--- config.mk ---
export PLATFORM = sky130hd
export DESIGN_NAME = refresh_clk_gen
export DESIGN_NICKNAME = d
export VERILOG_FILES = /design/src/rtl/refresh_pkg.sv /design/src/rtl/refresh_clk_gen_mod_counter.sv /design/src/rtl/refresh_clk_gen.sv
export SDC_FILE = /design/constraint.sdc
export NUM_CORES = 1
export LEC_CHECK = 0
export ABC_CLOCK_PERIOD_IN_PS = 3700
export CORE_AREA = 5 5 155 83
export DETAILED_ROUTE_END_ITERATION = 10
export DIE_AREA = 0 0 160 88
export GPL_ROUTABILITY_DRIVEN = 1
export PLACE_DENSITY = 0.79
export SYNTH_ARGS = -nofsm -noshare
export SYNTH_HDL_FRONTEND = slang
export SYNTH_HIERARCHICAL = 1
export SYNTH_SLANG_ARGS = --single-unit
--- constraint.sdc ---
create_clock -name clk_in -period 3.7 [get_ports clk_in]
set_clock_uncertainty 0.1 [all_clocks]
set_input_delay 0.74 -clock clk_in [delete_from_list [all_inputs] [get_ports clk_in]]
set_output_delay 0.74 -clock clk_in [all_outputs]
set_load 0.02 [all_outputs]
--- src/rtl/refresh_pkg.sv ---
// Shared constants and helper functions for the refresh clock generator.
package refresh_pkg;

  localparam int unsigned CLK_HZ_DEF     = 100_000_000;
  localparam int unsigned REFRESH_HZ_DEF = 60;
  localparam int unsigned NUM_DIGITS_DEF = 8;

  // Ceiling log2, minimum 1 bit for any n >= 2.
  function automatic int unsigned clog2(input int unsigned n);
    int unsigned r;
    r = 0;
    for (int unsigned v = n - 1; v > 0; v = v >> 1) begin
      r++;
    end
    return r;
  endfunction

  // Half-period in clk cycles that yields the requested full-display refresh.
  function automatic int unsigned calc_half(input int unsigned clk_hz,
                                            input int unsigned refresh_hz,
                                            input int unsigned digits);
    return clk_hz / (refresh_hz * digits * 2);
  endfunction

endpackage

--- src/rtl/refresh_clk_gen_mod_counter.sv ---
// Generic modulo-N wrap counter with increment strobe and registered wrap pulse.
module mod_counter #(
  parameter int unsigned N = 8,
  parameter int unsigned W = 3
) (
  input  logic         clk_i,
  input  logic         rst_i,
  input  logic         en_i,
  input  logic         inc_i,
  output logic [W-1:0] cnt_o,
  output logic         wrap_o
);

  logic [W-1:0] cnt_q, cnt_d;
  logic         wrap_q, wrap_d;
  logic         at_top_c;

  // Next count: step on enabled increment, wrap from N-1 back to 0.
  always_comb begin
    cnt_d    = cnt_q;
    wrap_d   = 1'b0;
    at_top_c = (cnt_q == W'(N - 1));
    if (en_i && inc_i) begin
      if (at_top_c) begin
        cnt_d  = '0;
        wrap_d = 1'b1;
      end else begin
        cnt_d = cnt_q + W'(1);
      end
    end
  end

  // Count and wrap registers, synchronous reset.
  always_ff @(posedge clk_i) begin
    if (rst_i) begin
      cnt_q  <= '0;
      wrap_q <= 1'b0;
    end else begin
      cnt_q  <= cnt_d;
      wrap_q <= wrap_d;
    end
  end

  assign cnt_o  = cnt_q;
  assign wrap_o = wrap_q;

endmodule

--- src/rtl/refresh_clk_gen.sv ---
// Pixel clock / digit-scan generator for the seven-segment display controller.
// Optional macro REFRESH_ANODE_EN adds the registered active-low anode decode an_n.
module refresh_clk_gen
  import refresh_pkg::*;
#(
  parameter int unsigned CLK_HZ       = CLK_HZ_DEF,
  parameter int unsigned REFRESH_HZ   = REFRESH_HZ_DEF,
  parameter int unsigned NUM_DIGITS   = NUM_DIGITS_DEF,
  parameter int unsigned CNT_W        = 32,
  parameter int unsigned DEFAULT_HALF = calc_half(CLK_HZ, REFRESH_HZ, NUM_DIGITS),
  localparam int unsigned DIG_W       = clog2(NUM_DIGITS)
) (
  input  logic              clk_in,
  input  logic              reset,
  input  logic              en,
  input  logic              div_ld,
  input  logic [CNT_W-1:0]  div_val,
  output logic              clk_out,
  output logic              tick,
  output logic [DIG_W-1:0]  digit_sel,
  output logic              frame_start,
  output logic [CNT_W-1:0]  half_cur
`ifdef REFRESH_ANODE_EN
  ,
  output logic [NUM_DIGITS-1:0] an_n
`endif
);

  // Reject configurations that cannot be represented.
  if (NUM_DIGITS < 2) begin : g_chk_digits
    $error("refresh_clk_gen: NUM_DIGITS must be >= 2");
  end
  if (DEFAULT_HALF < 1) begin : g_chk_half_min
    $error("refresh_clk_gen: DEFAULT_HALF must be >= 1");
  end
  if (CNT_W < 32 && 64'(DEFAULT_HALF) >= (64'd1 << CNT_W)) begin : g_chk_half_fit
    $error("refresh_clk_gen: DEFAULT_HALF does not fit in CNT_W");
  end

  logic [CNT_W-1:0] cnt_q, cnt_d;
  logic [CNT_W-1:0] half_q, half_d;
  logic [CNT_W-1:0] pend_q, pend_d;
  logic             pend_vld_q, pend_vld_d;
  logic             clk_q, clk_d;
  logic             tick_q, tick_d;
  logic             bnd_c, rise_c;

  // Half-period boundary and the rising subset of boundaries.
  always_comb begin
    bnd_c  = en && (cnt_q == half_q - CNT_W'(1));
    rise_c = bnd_c && !clk_q;
  end

  // Next state: count/toggle, apply pending divisor only at a boundary.
  always_comb begin
    cnt_d      = cnt_q;
    clk_d      = clk_q;
    tick_d     = 1'b0;
    half_d     = half_q;
    pend_d     = pend_q;
    pend_vld_d = pend_vld_q;
    if (en) begin
      if (bnd_c) begin
        cnt_d  = '0;
        clk_d  = ~clk_q;
        tick_d = ~clk_q;
        if (pend_vld_q) begin
          half_d     = pend_q;
          pend_vld_d = 1'b0;
        end
      end else begin
        cnt_d = cnt_q + CNT_W'(1);
      end
    end
    // A load in a boundary cycle lands after that boundary consumed the old state.
    if (div_ld) begin
      pend_d     = (div_val <= CNT_W'(1)) ? CNT_W'(1) : div_val;
      pend_vld_d = 1'b1;
    end
  end

  // Divider state registers, synchronous reset.
  always_ff @(posedge clk_in) begin
    if (reset) begin
      cnt_q      <= '0;
      clk_q      <= 1'b0;
      tick_q     <= 1'b0;
      half_q     <= CNT_W'(DEFAULT_HALF);
      pend_q     <= '0;
      pend_vld_q <= 1'b0;
    end else begin
      cnt_q      <= cnt_d;
      clk_q      <= clk_d;
      tick_q     <= tick_d;
      half_q     <= half_d;
      pend_q     <= pend_d;
      pend_vld_q <= pend_vld_d;
    end
  end

  mod_counter #(
    .N (NUM_DIGITS),
    .W (DIG_W)
  ) u_digit (
    .clk_i  (clk_in),
    .rst_i  (reset),
    .en_i   (en),
    .inc_i  (rise_c),
    .cnt_o  (digit_sel),
    .wrap_o (frame_start)
  );

  assign clk_out  = clk_q;
  assign tick     = tick_q;
  assign half_cur = half_q;

`ifdef REFRESH_ANODE_EN
  logic [DIG_W-1:0]      dig_nxt_c;
  logic [NUM_DIGITS-1:0] an_q;

  // Digit value the scan counter takes at this edge, so the decode stays aligned.
  always_comb begin
    dig_nxt_c = digit_sel;
    if (rise_c) begin
      dig_nxt_c = (digit_sel == DIG_W'(NUM_DIGITS - 1)) ? '0 : digit_sel + DIG_W'(1);
    end
  end

  // Active-low one-hot anode drive, all off in reset.
  always_ff @(posedge clk_in) begin
    if (reset) begin
      an_q <= '1;
    end else begin
      an_q <= ~(NUM_DIGITS'(1) << dig_nxt_c);
    end
  end

  assign an_n = an_q;
`endif

endmodule

==> results of run 1 <==
-- flip-flops by register name (all words and copies together), names as in the netlist --
signal and count:
pend_vld_q 1, clk_out 1, cnt_q 32, u_digit/cnt_o 3
half_cur 32, pend_q 32, tick 1, u_digit/wrap_o 1
-- cell families after synthesis --
kind of cell	count (synthesis)	synth area share, %
adders and majority gates	4	0.904
xor gates and xnor gates	66	10.4
DFF	103	37.2
muxes	36	6.51
AOI/OAI and AO/OA	108	12.4
buffers and inverters	60	4.90
and+or+nand+nor	272	27.6
-- worst max path at each step --
stage                       startpoint          endpoint  slack, ps  depth (start not counted)
after floorplan            half_cur[0]  u_digit/cnt_o[0]        130                         14
after global placement              en  u_digit/cnt_o[0]        190                         10
after detailed placement            en  u_digit/cnt_o[0]         90                         10
after CTS                 half_cur[15]         cnt_q[23]        140                          9
after global routing       half_cur[2]           clk_out         20                          9
final                     half_cur[15]         cnt_q[23]         60                          9
-- layer usage --
metal	GRT usage [%]	share of wire, %	routed length (um)
met1	32.3	47	7620
met3	5.27	9.2	1490
met4	5.15	1.4	228
met2	36.4	42	6860
met5	0	0	0
-- power by group through the flow --
stage                     combinational (mW)  clock [mW]  sequential [mW]
final                                  0.122       0.988             1.15
after floorplan                       0.0688           0             1.17
after detailed placement               0.121           0             1.18
after global routing                   0.132        1.04             1.15
after global placement                 0.115           0             1.18
after CTS                              0.122       0.996             1.15
-- cell type report --
type	instances	area, um^2	area share (%)
Sequential cell	103	2060	30.3
Multi-Input combinational cell	486	3230	47.4
Tap cell	150	188	2.76
Timing Repair Buffer	106	993	14.6
Clock inverter	6	78.8	1.16
Clock buffer	9	225	3.31
Inverter	9	33.8	0.496
-- cells in the final DEF (no fill, tap or decap), types with 5 or more instances in the layout --
cell	count
nand3_1	30
o21ai_1	5
inv_1	9
nor3_1	12
o31ai_1	12
clkdlybuf4s50_1	71
nand2_1	28
nand4_1	45
mux2i_1	36
and2_1	34
or3_1	5
nor4_2	5
nor4_1	14
and3_1	13
a21oi_1	34
xor2_1	28
nor2_1	53
buf_4	31
xnor2_1	38
dfxtp_1	103
o21ai_0	24
clkbuf_16	9
-- through the flow --
stage          area [um^2]  instances  total power, mW
3_3_place_gp          6490        854             1.29
6_report              6810        869             2.26
2_1_floorplan         5540        649             1.23
4_1_cts               6790        869             2.27
5_1_grt               6810        869             2.33
3_5_place_dp          6490        854             1.30
-- tightest hold or removal path, stage by stage (launching register included) --
cell	delay [ps]
dfxtp_1	310
nand4_1	70
a21oi_1	60
-- synth_stat cells, drive strengths merged (5+ instances only) --
cell and n:
a21oi 35, and2 34, and3 13, buf 16, clkbuf 35, dfxtp 103
inv 9, mux2i 36, nand2 28, nand3 30, nand4 45, nor2 53
nor3 15, nor4 19, o21ai 29, o31ai 13, or3 5, or4 5
xnor2 38, xor2 28
==> results.yml, run 1 <==
run_status:
  status: "completed"
placement:
  numPortBuffers: 73
  post-place-ws_ps: 94.5
  hpwl_mm: 12.1
  place_congestion: 0.902
die:
  io_pins: 74
  initial_utilization_pct: 48.6
  die-area_um2: 14100
  chipWidth_um: 160
  coreArea_um2: 11400
  die_y_um: 88
  row_count: 28
sta:
  relSlewSlack_pct: 18.5
  tightest_slew_ps: 1220
  hold-worst-slack_ps: 384
  hold_violations: 0
  fmax_ghz: 0.275
  period_minus_slack_ps: 3640
  finalSetupViolCount: 0
  rsz0062_at_grt: "no"
  min_period_over_period_pct: 98.3
  setup_tns_ps: 0
  final-max-slew-violation-count: 0
  layout_setup_ws_ps: 63.2
synthesis:
  syn_area_per_cell_um2: 8.53
  postSynthCellCount: 649
  yosysSeqAreaShare_pct: 37.2
  yosysUniqueCellTypes: 59
  synth-edff-count: 0
  async_flop_share_pct: 0
  synth_top_area_share_pct: 37.2
  yosys_warnings: 6
  syn_nets: 689
  syn-cell-area_um2: 5540
  synth_flop_cell: "dfxtp_1"
  yosys.area.top_type: "dfxtp_1"
  ys_seq_elements: 103
  synth_area_leaders: "dfxtp_1 37%, mux2i_1 6.5%, xnor2_1 6.0%"
grt:
  track_usage_pct: 23.0
  grt_max_degree: 45
  grt.overflow.total: 0
  antenna_found_initial: 0
  grt_pass1_vias: 5071
  grt_first_pass_wirelength_mm: 26.1
final_layout:
  num_antenna_cells: 0
  final_core_util_pct: 59.8
  drive_gt1_share_pct: 9.04
  nets: 755
  synthToLayoutAreaGrowth_pct: 23.0
  fillers: 987
detailed_routing:
  finalWirelength_mm: 16.2
  ant_nets: 0
  drtPass1Iterations: 5
  vias: 5295
  drtIter0Drc: 495
  route.detailed.drc: 0
  wire_per_inst_um: 18.6
  vias_per_cell: 6.09
clocking:
  clock_latency_ps: 350
  clockRootBuffer: "clkbuf_16"
  clkSinkCount: 103
  path_clk_slew_ps: 70
  ctsResizeCount: 0
  cts_max_path_buffers: 2
  postCtsHoldBufs: 0
  h-tree-depth: 3
  cts_made_buffers: 9
  cts_setup_buffers: 0
  cts_tree: "built"
hold_path:
  hold_class: "register to register"
  worstHoldStart: "pend_q[0]"
  min_delay_path_depth: 2
  hold_path_end: "half_cur[0]"
worst_setup_path:
  r2r_slack_ps: 60
  r2r-start: "half_cur[15]"
  worstSetupStartpointType: "register"
  endpoint_kind: "register"
  r2r-end: "cnt_q[23]"
  arrival_ps: 3830
  cp_slowest_stage_delay_ps: 600
  r2r_cells: 9
  cp_top_family: "simple AND/OR/NAND/NOR gates"
  crit_fanout: 30
  required_ps: 3890
  criticalPathCategory: "register to register"
  path_cells: "or4_1 > nor4_2 > a21oi_1 > a311o_1 > a31oi_1 > and4b_2 > a21oi_2 > buf_12 > and2_1"
  critical_path_buf_inv_count: 1
  crit_slowest_cell: "or4_1"
pwr:
  p_sw_mw: 0.532
  seq_power_share_pct: 50.9
  clkPwrFrac_pct: 43.7
  ir_drop_v: 0.000211
  powerDensity_nw_per_um2: 332
  p_int_mw: 1.73
  power_frac_comb_pct: 5.4
  swShare_pct: 23.5
  p_leak_nw: 2.55
run:
  maxCapViolCount: 0
Power figures use the tool's default switching activity.
==> inputs of run 2 (changes only) <==
==> constraint.sdc (replaced) <==
create_clock -name clk_in -period 3.7 [get_ports clk_in]
set_clock_uncertainty 0.1 [all_clocks]
set_input_delay 0.74 -clock clk_in [delete_from_list [all_inputs] [get_ports clk_in]]
set_output_delay 0.74 -clock clk_in [all_outputs]
set_load 0.05 [all_outputs]
==> run 2 against run 1 <==
Compared with the run above:
- sequential power about the same
- sequential share of layout area about the same
- routed wire length down 1.5%
- worst hold slack lost 12 ps
- maximum frequency up 2.7%
- critical path depth rose by 3
- power fell by 3.5%
- highest routed layer unchanged
==> results.yml, run 2 (synthesized netlist as in run 1, its figures left out) <==
final_layout:
  fillers: 975
  register_area_um2: 2060
  synthToLayoutAreaGrowth_pct: 23.2
  final_core_util_pct: 59.9
  final_common_cell: "dfxtp_1"
  drive_gt1_share_pct: 9.42
  final_cell_mix: "102 x dfxtp_1, 71 x clkdlybuf4s50_1, 53 x nor2_1"
  fin_area_um2: 6820
  multi_input_area_um2: 3240
  num_antenna_cells: 0
  nets: 758
worst_setup_path:
  required_ps: 3800
  worstSetupStartpointType: "register"
  endpoint_kind: "register"
  cp_top_family: "simple AND/OR/NAND/NOR gates"
  cp_slowest_stage_delay_ps: 570
  crit_slowest_cell: "or4b_1"
  critical_path_buf_inv_count: 3
  arrival_ps: 3640
  criticalPathCategory: "register to register"
  path_cells: "buf_4 > nor4_2 > buf_4 > nand3_1 > o31ai_2 > nand4b_1 > or4_1 > or4b_1 > nor3_2 > buf_4 > a21bo_1 > a21oi_1"
  cpMostUsedCell: "buf_4"
  crit_fanout: 7
sta:
  min_period_over_period_pct: 95.7
  hold_violations: 0
  setup_tns_ps: 0
  final-max-slew-violation-count: 0
  tightest_slew_ps: 973
  finalSetupViolCount: 0
  relSlewSlack_pct: 35.1
  rsz0062_at_grt: "no"
  fmax_ghz: 0.283
  period_minus_slack_ps: 3540
placement:
  numPortBuffers: 73
  hpwl_mm: 12.0
  place_congestion: 0.909
  placed_cell_area_um2: 6510
clocking:
  h-tree-depth: 3
  cts_tree: "built"
  cts_max_path_buffers: 2
  clockRootBuffer: "clkbuf_16"
  path_clk_slew_ps: 70
  postCtsHoldBufs: 0
  clkSinkCount: 103
  cts_made_buffers: 9
  clock_latency_ps: 350
grt:
  grt_first_pass_wirelength_mm: 26.2
  grt.overflow.total: 0
  grt_pass1_vias: 5073
  grt_max_degree: 37
  track_usage_pct: 22.8
  antenna_found_initial: 0
detailed_routing:
  vias_per_cell: 6.07
  finalWirelength_mm: 16.0
  vias: 5294
  drtIter0Drc: 528
  ant_nets: 0
  wire_per_inst_um: 18.3
  drtPass1Iterations: 6
  route.detailed.drc: 0
pwr:
  p_total_mw: 2.18
  powerDensity_nw_per_um2: 320
  p_leak_nw: 2.54
  ir_drop_v: 0.000224
die:
  initial_utilization_pct: 48.6
  die-area_um2: 14100
  row_count: 28
  die_y_um: 88
  coreArea_um2: 11400
  io_pins: 74
  chipWidth_um: 160
run:
  maxCapViolCount: 0
hold_path:
  hold_class: "register to register"
run_status:
  status: "completed"
[run 2: changes by cell type in the layout (fill, tap and decap cells not counted), moves of 2 or more]
cell	before	now
nor3_2	3	1
nor3_1	12	14
nor4_2	5	3
nor4_4	0	2
clkinvlp_4	0	2
buf_4	31	34
[run 2: layer usage]
metal	part of all wire, %	routed length (um)	global-route usage, %	vias to the layer above
met5	0	0	0	-
met2	43	6840	34.5	234
li1	-	-	-	2480
met4	1.2	184	5.46	0
met3	9.2	1460	6.68	18
met1	47	7470	32.4	2562
[run 2: metrics by stage]
stage	setup slack, ps	hold WS (ps)	std cells
after global placement	181	352	857
after CTS	116	375	872
final	160	373	872
after global routing	1.93	407	872
after floorplan	68.9	339	649
after detailed placement	31.4	363	857
[run 2: worst register-to-register path, delay by kind of cell (launching register included)]
family | cells | cell delay (ps)
AO/OA/AOI/OAI | 3 | 550
AND/OR/NAND/NOR | 6 | 1820
flip-flops | 1 | 380
buffers and inverters | 3 | 550
[run 2: final cells by class]
type                       instances  share of cell area (%)
inverter                           9                   0.495
clock buffer                       9                    3.30
multi-input combinational        486                    47.5
tap                              150                    2.75
sequential                       103                    30.2
clock inverter                     6                   0.807
timing repair buffer             109                    14.9
[run 2: repair_timing]
action | in CTS | in global routing
setup buffers | 0 | 0
gates resized for setup | 0 | 6
setup endpoints to repair | 0 | 66
[run 2: path summary, 6_finish.rpt]
check                                   from                to  slack [ps]  cells past startpoint
worst max-delay path            half_cur[15]  u_digit/cnt_o[1]         160                     12
worst min-delay path               pend_q[0]       half_cur[0]         370                      2
worst max register to register  half_cur[15]  u_digit/cnt_o[1]         160                     12
worst min register to register     pend_q[0]       half_cur[0]         370                      2
[run 2: power breakdown]
part           total (mW)  internal (mW)  leakage (nW)  switching, mW
combinational       0.130         0.0638          1.57         0.0657
sequential           1.14           1.13         0.838         0.0139
clock               0.907          0.466         0.132          0.441
==> inputs of run 3 (changes only) <==
--- a/config.mk
+++ b/config.mk
@@ -6,9 +6,10 @@
 export NUM_CORES = 1
 export LEC_CHECK = 0
 export ABC_CLOCK_PERIOD_IN_PS = 3700
-export CORE_AREA = 5 5 155 83
+export CORE_AREA = 2 2 152 80
+export CTS_CLUSTER_SIZE = 10
 export DETAILED_ROUTE_END_ITERATION = 10
-export DIE_AREA = 0 0 160 88
+export DIE_AREA = 0 0 154 82
 export GPL_ROUTABILITY_DRIVEN = 1
 export PLACE_DENSITY = 0.79
 export SYNTH_ARGS = -nofsm -noshare
==> run 3 against run 2 <==
Compared with the run above:
- final area shrank 0.18%
- clock power grew 4.9%
- maximum frequency shrank 1.3%
- largest power group unchanged
- highest routed layer unchanged
==> results.yml, run 3 (synthesized netlist as in run 1, its figures left out) <==
clocking:
  path_clk_slew_ps: 80
  clockRootBuffer: "clkbuf_16"
  clkSinkCount: 103
  cts_tree: "built"
  clock_latency_ps: 360
  cts_made_buffers: 9
  cts_max_path_buffers: 2
  h-tree-depth: 3
sta:
  rsz0062_at_grt: "no"
  hold_violations: 0
  tightest_slew_ps: 967
  period_minus_slack_ps: 3590
  min_period_over_period_pct: 97.0
  fmax_ghz: 0.279
  setup_tns_ps: 0
  relSlewSlack_pct: 35.6
  finalSetupViolCount: 0
  final-max-slew-violation-count: 0
final_layout:
  num_antenna_cells: 0
  fillers: 971
  drive_gt1_share_pct: 9.00
  multi_input_area_um2: 3230
  nets: 757
  register_area_um2: 2060
  synthToLayoutAreaGrowth_pct: 23.0
  final_cell_mix: "102 x dfxtp_1, 71 x clkdlybuf4s50_1, 53 x nor2_1"
  final_common_cell: "dfxtp_1"
die:
  coreArea_um2: 11400
  row_count: 28
  initial_utilization_pct: 48.6
  die-area_um2: 12600
  die_y_um: 82
  io_pins: 74
  chipWidth_um: 154
run_status:
  status: "completed"
worst_setup_path:
  cp_slowest_stage_delay_ps: 560
  arrival_ps: 3690
  path_cells: "inv_1 > ha_1 > nand4_1 > o31ai_1 > nand4b_1 > or4_1 > or4b_1 > buf_4 > o21ai_0 > a21oi_1"
  endpoint_kind: "register"
  r2r_cells: 10
  crit_fanout: 22
  required_ps: 3800
  crit_slowest_cell: "or4b_1"
  path_depth: 10
  critical_path_buf_inv_count: 2
  worstSetupStartpointType: "register"
  cp_top_family: "simple AND/OR/NAND/NOR gates"
  criticalPathCategory: "register to register"
detailed_routing:
  finalWirelength_mm: 15.9
  drtPass1Iterations: 5
  drtIter0Drc: 532
  route.detailed.drc: 0
  wire_per_inst_um: 18.2
  m1WireLength_mm: 7.56
  vias_per_cell: 6.00
  wl_met2_mm: 6.76
  vias: 5233
  highest_layer: "met4"
  ant_nets: 0
  wl_met3_mm: 1.41
grt:
  grt.overflow.total: 0
  track_usage_pct: 25.4
  grt_first_pass_wirelength_mm: 25.2
  grt_pass1_vias: 4816
  grt_max_degree: 35
  antenna_found_initial: 0
pwr:
  ir_drop_v: 0.000188
  p_total_mw: 2.23
  powerDensity_nw_per_um2: 327
  p_leak_nw: 2.55
hold_path:
  min_delay_path_depth: 2
  hold_class: "register to register"
run:
  maxCapViolCount: 0
placement:
  hpwl_mm: 11.8
  place_congestion: 0.916
  numPortBuffers: 73
-- run 3: cell type report --
class	instances	share of cell area, %
clock buffer	10	3.36
sequential	103	30.3
tap	150	2.76
multi-input combinational	486	47.4
clock inverter	6	0.918
timing repair buffer	108	14.8
inverter	9	0.496
-- run 3: tightest hold or removal path, delay by kind of cell, from the launching register on --
family	cells	cell delay, ps
compound gates	1	60
flops	1	320
simple gates	1	60
-- run 3: stage by stage --
step           instances  util, %  area (um^2)  hold slack [ps]  setup slack [ps]
2_1_floorplan        649        -         5550              339              68.9
3_3_place_gp         855     57.1         6500              352               189
3_5_place_dp         855     57.1         6500              363               107
4_1_cts              871     59.6         6790              375               173
5_1_grt              872     59.8         6810              402              7.92
6_report             872     59.8         6810              377               113
-- run 3: path summary, 6_finish.rpt --
path,startpoint,slack (ps),endpoint
setup / recovery,half_cur[0],110,half_cur[13]
hold / removal,pend_q[25],380,half_cur[25]
setup reg to reg,half_cur[0],110,half_cur[13]
hold reg to reg,pend_q[25],380,half_cur[25]
-- run 3: routing by layer --
layer / track usage (%) / vias to the layer above
met2: 40.0 / 241
met3: 6.49 / 18
met4: 5.05 / 0
met5: 0 / -
li1: - / 2475
met1: 35.7 / 2499
-- run 3: power by group --
group / internal [mW] / leakage [nW] / switching [mW]
Combinational: 0.0637 / 1.57 / 0.0667
Clock: 0.477 / 0.143 / 0.474
Sequential: 1.13 / 0.838 / 0.0142
Total: 1.67 / 2.55 / 0.555
-- run 3: repair_timing --
action	4_1_cts	5_1_grt
hold buffers	0	0
setup buffers	0	1
resized for setup	0	3
setup endpoints to repair	0	68
